$ cat config.mk
export PLATFORM = sky130hd
export DESIGN_NAME = clk_gate_ctrl_flat
export DESIGN_NICKNAME = d
export VERILOG_FILES = /design/src/rtl/clk_gate_pkg.sv /design/src/rtl/clk_gate_ctrl_if.sv /design/src/rtl/clk_gate_cell.sv /design/src/rtl/clk_gate_ctrl.sv /design/src/flat_wrapper.sv
export SDC_FILE = /design/constraint.sdc
export NUM_CORES = 1
export LEC_CHECK = 0
export ABC_AREA = 1
export ABC_CLOCK_PERIOD_IN_PS = 1400
export CORE_MARGIN = 5
export CORE_UTILIZATION = 50
export CTS_BUF_LIST = sky130_fd_sc_hd__clkbuf_4 sky130_fd_sc_hd__clkbuf_8
export CTS_CLUSTER_SIZE = 40
export DETAILED_ROUTE_END_ITERATION = 8
export GPL_TIMING_DRIVEN = 0
export PLACE_DENSITY = 0.86
export SLEW_MARGIN = 20
export SYNTH_ARGS = -nofsm -noshare
export SYNTH_HDL_FRONTEND = slang
export SYNTH_HIERARCHICAL = 1
export SYNTH_SLANG_ARGS = --single-unit
$ cat constraint.sdc
create_clock -name clk_in -period 1.4 [get_ports clk_in]
set_input_delay 0.21 -clock clk_in [delete_from_list [all_inputs] [get_ports clk_in]]
set_output_delay 0.21 -clock clk_in [all_outputs]
set_load 0.005 [all_outputs]
$ cat src/rtl/clk_gate_pkg.sv
// clk_gate_pkg: shared state encoding and default counter width for the clock-gate controller
package clk_gate_pkg;
  localparam int CLK_GATE_CNT_W = 8;
  typedef enum logic [1:0] {
    OFF  = 2'd0,
    WAKE = 2'd1,
    ON   = 2'd2,
    IDLE = 2'd3
  } state_t;
endpackage

$ cat src/rtl/clk_gate_ctrl_if.sv
// clk_gate_ctrl_if: requester handshake plus gated-clock status between requesters and the controller
interface clk_gate_ctrl_if #(parameter int NUM_REQ = 4);
  logic [NUM_REQ-1:0] req;
  logic [NUM_REQ-1:0] ack;
  logic clk_en;
  logic clk_out;
  logic busy;
  modport master(output req, input ack, clk_en, clk_out, busy);
  modport slave(input req, output ack, clk_en, clk_out, busy);
endinterface

$ cat src/rtl/clk_gate_cell.sv
// clk_gate_cell: glitch-free latch-based clock gate, enable captured only while clk_in is low
module clk_gate_cell (
  input  logic clk_in,
  input  logic en,
  output logic clk_out
);
  logic en_l;
  // latch is transparent in the low phase so enable changes never reach clk_out mid-pulse
  always_latch
    if (!clk_in) en_l = en;
  assign clk_out = clk_in & en_l;
endmodule

$ cat src/rtl/clk_gate_ctrl.sv
// clk_gate_ctrl: wake/hold/idle-timeout sequencer for a gated clock domain; optional CLK_GATE_CTRL_TEST_EN adds test_en to force the clock on
module clk_gate_ctrl
  import clk_gate_pkg::*;
#(
  parameter int NUM_REQ     = 4,
  parameter int WAKE_CYCLES = 2,
  parameter int IDLE_CYCLES = 8,
  parameter int CNT_W       = CLK_GATE_CNT_W
) (
  input  logic clk_in,
  input  logic rst,
`ifdef CLK_GATE_CTRL_TEST_EN
  input  logic test_en,
`endif
  clk_gate_ctrl_if.slave bus
);
  localparam logic [CNT_W-1:0] WAKE_M1 = CNT_W'(WAKE_CYCLES - 1);
  localparam logic [CNT_W-1:0] IDLE_M1 = CNT_W'(IDLE_CYCLES - 1);
  if (WAKE_CYCLES < 1 || IDLE_CYCLES < 1) begin : g_bad_cycles
    $error("clk_gate_ctrl: WAKE_CYCLES and IDLE_CYCLES must be >= 1");
  end
  if (NUM_REQ < 1 || NUM_REQ > 16) begin : g_bad_req
    $error("clk_gate_ctrl: NUM_REQ must be 1..16");
  end
  if ((WAKE_CYCLES - 1) >= (1 << CNT_W) || (IDLE_CYCLES - 1) >= (1 << CNT_W)) begin : g_bad_cnt
    $error("clk_gate_ctrl: CNT_W too narrow for WAKE_CYCLES/IDLE_CYCLES");
  end
  state_t state;
  logic [CNT_W-1:0] cnt;
  logic fsm_en;
  logic [NUM_REQ-1:0] ack;
  logic gate_en;
  logic gclk;
  // sequencer: OFF -> WAKE (fixed run-in, never aborted) -> ON (ack mirrors req) -> IDLE (timeout back to OFF)
  always_ff @(posedge clk_in or posedge rst)
    if (rst) begin
      state  <= OFF;
      cnt    <= '0;
      fsm_en <= 1'b0;
      ack    <= '0;
    end else begin
      case (state)
        OFF:
          if (|bus.req) begin
            state  <= WAKE;
            fsm_en <= 1'b1;
            cnt    <= WAKE_M1;
          end
        WAKE:
          if (cnt == '0) state <= ON;
          else cnt <= cnt - CNT_W'(1);
        ON: begin
          ack <= bus.req;
          if (bus.req == '0) begin
            state <= IDLE;
            cnt   <= IDLE_M1;
          end
        end
        IDLE:
          if (|bus.req) state <= ON;
          else if (cnt == '0) begin
            state  <= OFF;
            fsm_en <= 1'b0;
          end else cnt <= cnt - CNT_W'(1);
        default: state <= OFF;
      endcase
    end
`ifdef CLK_GATE_CTRL_TEST_EN
  assign gate_en = fsm_en | test_en;
`else
  assign gate_en = fsm_en;
`endif
  clk_gate_cell u_cell (
    .clk_in (clk_in),
    .en     (gate_en),
    .clk_out(gclk)
  );
  assign bus.ack     = ack;
  assign bus.clk_en  = gate_en;
  assign bus.clk_out = gclk;
  assign bus.busy    = (state != OFF);
endmodule

$ cat src/flat_wrapper.sv
// flat-port wrapper written by rule: the top's interface ports become plain ports
module clk_gate_ctrl_flat import clk_gate_pkg::*;
#(
  parameter int NUM_REQ     = 4,
  parameter int WAKE_CYCLES = 2,
  parameter int IDLE_CYCLES = 8,
  parameter int CNT_W       = CLK_GATE_CNT_W
)
  (clk_in, rst, bus_req, bus_ack, bus_clk_en, bus_clk_out, bus_busy);
  clk_gate_ctrl_if #(.NUM_REQ(NUM_REQ)) bus_i ();
  input  logic clk_in;
  input  logic rst;
  input wire logic [$bits(bus_i.req)-1:0] bus_req;
  output wire logic [$bits(bus_i.ack)-1:0] bus_ack;
  output wire logic [$bits(bus_i.clk_en)-1:0] bus_clk_en;
  output wire logic [$bits(bus_i.clk_out)-1:0] bus_clk_out;
  output wire logic [$bits(bus_i.busy)-1:0] bus_busy;
  assign bus_i.req = bus_req;
  assign bus_ack = bus_i.ack;
  assign bus_clk_en = bus_i.clk_en;
  assign bus_clk_out = bus_i.clk_out;
  assign bus_busy = bus_i.busy;
  clk_gate_ctrl #(.NUM_REQ(NUM_REQ), .WAKE_CYCLES(WAKE_CYCLES), .IDLE_CYCLES(IDLE_CYCLES), .CNT_W(CNT_W)) u_core (.clk_in(clk_in), .rst(rst), .bus(bus_i));
endmodule
# --- After elaboration in Yosys (flattened, before gate mapping) ---
# Cells that the tools add are included.
classes:
  multipliers: 0
  bitwise_logic: 1
  mux: 16
  div_mod_pow: 0
  reduce_logical: 9
  eq_ne: 9
  n_lt_le_gt_ge: 0
  shift: 0
  add_sub_neg: 1
op_table:
  columns: ["cell", "count"]
  rows:
  - ["$mux 8", 4]
  - ["$pmux 8 s4", 1]
  - ["$mux 2", 5]
  - ["$logic_not 8->1", 1]
  - ["$ne 2x1->1 const B", 4]
  - ["$pmux 2 s4", 1]
  - ["$reduce_and 4->1", 2]
  - ["$sub 8x1->8 const B", 1]
  - ["$eq 2x2->1 const B", 2]
  - ["$logic_not 4->1", 1]
  - ["$mux 1", 4]
  - ["$reduce_bool 2->1", 2]
  - ["$reduce_or 4->1", 1]
  - ["$ne 3x1->1 const B", 1]
  - ["$reduce_and 3->1", 1]
  - ["$eq 2x1->1 const B", 1]
  - ["$logic_not 2->1", 1]
  - ["$ne 2x2->1 const B", 1]
  - ["$pmux 1 s2", 1]
  - ["$and 1x1->1", 1]
totals:
  latchBits: 1
  in_bits: 6
  n_memories: 0
  mem_bits_rw: 0
  register_bits: 15
  mem_bits_ro: 0
  word_cells: 41
  output_inout_bits: 7

# --- Depth between registers and ports, before layout ---
logic_depth:
  ltp_word: 4
  ltp_mapped: 9
  ltp_nobuf: 9

# --- By module ---
# The synthesis kept the hierarchy.
by_module_without_submodules:
  columns: ["mod", "area_per_inst_um2", "seq_area_each_um2", "cells_per_inst", "instances"]
  rows:
  - ["clk_gate_ctrl", 852.1, 375.4, 106, 1]
  - ["clk_gate_cell", 22.5, 0.0, 3, 1]

==> impl_metrics.ini <==
[status]
outcome = complete, but fails checks
violated_checks = setup timing

[synthesis]
synth_enable_flop_cells = 0
mappedNetlistArea_um2 = 875
yosys-top-cells-count = nand2_1 (29), dfrtp_1 (15), inv_1 (13), nor2_1 (13)
ys_top_cells_by_area = dfrtp_1 (43%), nand2_1 (12%), nor2_4 (6.4%)
synth_ff_type = dfrtp_1
synth_largest_area_cell = dfrtp_1
syn_avg_cell_area_um2 = 8.02
synthesis.nets = 117
yosys.cell_types.count = 18
syn_inst = 109
synth_top_cell_area_share_pct = 42.9
synth-async-reset-ratio_pct = 93.8
yosysMostFrequentCell = nand2_1
synth_seq_cells = 16
yosys_warnings = 6

[sta]
setup_viol_count_final = 5
timing.clock.skew_ns = 0.00724
final_hold_vios = 0
post-route-worst-setup-slack_ns = -0.515
unrepaired_setup_endpoints_after_global_routing = yes
slew-limit-headroom_pct = 59.8
tightest_slew_ns = 0.602
maxSlewViolCount = 0

[place]
detailedPlacementHpwl_um = 1270
post-place-ws_ns = -0.436
numPlacedInstances = 138
numPortBuffers = 12
place.gp.congestion = 0.827

[routing]
drt-total-wl_um = 1960
num_vias = 826
post_drt_via_cell_ratio = 5.43
dr.first_iter.drc_count = 24
antenna_violating_nets_post_route = 0
post_drt_wl_per_cell_um = 12.9
drtPass1Iterations = 4
drcViolationCount = 0

[global_routing]
grt_start_max_net_pins = 16
antenna_found_initial = 0
grt_first_pass_wirelength_um = 3370
global_route.overflow_total = 0
grt_usage_pct = 17.1
first_global_vias = 826

[floorplan]
die_h_um = 51.8
die_area_um2 = 2690
dieWidth_um = 51.8
num_rows = 15
ios = 13
start_util_pct = 51.8
design.core.area_um2 = 1690

[finish]
stdcell_count = 152
area_growth_pct = 33.0
ant_diodes = 0
drive_above_1_share_pct = 30.4
nNetsFinal = 144
layout.core_utilization_pct = 68.9

[critical_path]
worst_setup_path_start_kind = latch
timing.critical_path.slowest_stage_cell = dlxtn_1
timing_worst_setup_path_type = latch -> out
worst_setup_path_end_kind = output pin
worstPathRequired_ns = 1.19
critPathTopFamily = latches
critPathMaxStageDelay_ns = 0.40
worstPathMaxFanout = 1
worstPathBufferInverterCount = 2
cp.arrival_ns = 1.71
worstPathCellList = nand2_1 -> inv_1 -> buf_2

[hold_path]
worst_hold_path_type = in -> async

[power]
power.density_nw_per_um2 = 2270
power.ir.vdd_worst_mv = 1.31
power_leakage_nw = 0.530

[cts]
tritoncts_clock_tree = built
worstSkewPairLatency_ns = 0.39
path_clk_slew_ns = 0.10

[job]
max_cap_violations = 0
layout by cell type, fill, tap and decap left out, types with 5 or more instances in the layout:
cell type and n:
buf_4 6, clkbuf_4 6, clkdlybuf4s50_1 6, dfrtp_1 14, dlygate4sd2_1 5, inv_1 10
inv_2 5, nand2_1 29, nand3_1 6, nor2_1 8, nor2_4 7, o21ai_1 7
layout make-up:
type                    instances  area, um2
clock buffers                   8       63.8
repair buffers                 17        149
clock inverters                 1       3.75
multi-input cells              79        482
flip-flops and latches         16        392
fillers                       128        526
inverters                      14       52.6
well taps                      17       21.3
worst register-to-register path, delay by kind of cell, from the launching register on:
family / cells / cell delay (ns)
AND/OR/NAND/NOR: 4 / 0.50
flip-flops: 1 / 0.41
buffers and inverters: 3 / 0.18
adder cells (fa/ha/maj): 1 / 0.13
AO/OA/AOI/OAI: 1 / 0.12
power by group:
group / internal, W / switching (W) / leakage, nW / total (W)
combinational: 0.000593 / 0.000733 / 0.291 / 0.00133
clock: 0.000285 / 0.000209 / 0.0487 / 0.000494
sequential: 0.000641 / 0.000182 / 0.190 / 0.000823
sequential cells by signal (all words and copies together) (netlist names):
register and flops:
u_core/cnt 8, u_core/bus.ack 4, u_core/state 2, u_core/bus.clk_en 1
u_core/u_cell/en_l 1
timing repair:
item / 4_1_cts / 5_1_grt
hold buffers: 0 / 0
gates resized for setup: 16 / 11
buffers inserted: 5 / 1
endpoints found under the setup margin: 15 / 10
cloned: 0 / 1
pin swaps: 2 / 5
metal layers:
layer	vias to the layer above	share of wire, %	global-route usage, %
met5	-	0	0
met4	0	0	9.61
met3	0	6.7	6.59
met2	30	49	26.4
met1	396	44	20.0
li1	400	-	-
worst paths after layout:
kind                       cells past startpoint  slack [ns]                       endpoint                           from
min in group clk_in                            0        0.51  u_core/u_cell/en_l$_DLATCH_N_  u_core/bus.clk_en$_DFFE_PP0P_
setup reg to reg                               9       -0.03    u_core/state[1]$_DFFE_PP0P_      u_core/cnt[1]$_DFFE_PP0P_
setup / recovery                               3       -0.52                    bus_clk_out  u_core/u_cell/en_l$_DLATCH_N_
hold / removal                                 2        0.18  u_core/bus.ack[3]$_DFFE_PP0P_                            rst
max in group asynchronous                      2        0.80    u_core/state[0]$_DFFE_PP0P_                            rst
hold reg to reg                                0        0.51  u_core/u_cell/en_l$_DLATCH_N_  u_core/bus.clk_en$_DFFE_PP0P_
cell families (layout without fill, tap and decap cells):
family,after synthesis,count (layout),share of synthesized area [%]
latches,1,1,1.72
flops,15,15,42.9
xor+xnor,1,1,1.00
compound gates,11,11,6.72
mux,4,4,5.15
fa+ha+maj,2,2,2.86
buf+inv,15,40,6.44
simple gates,60,61,33.2
metrics by stage:
stage                     power (W)  area (um2)  setup TNS (ns)  hold WS [ns]
after floorplan             0.00157         875               0         0.111
after global placement      0.00194        1020           -1.05         0.482
after detailed placement    0.00198        1020           -1.44         0.484
after CTS                   0.00250        1110          -0.811         0.176
after global routing        0.00290        1160           -1.16         0.201
final                       0.00264        1160          -0.829         0.179
Note: power is estimated with default switching activity, not from simulation.
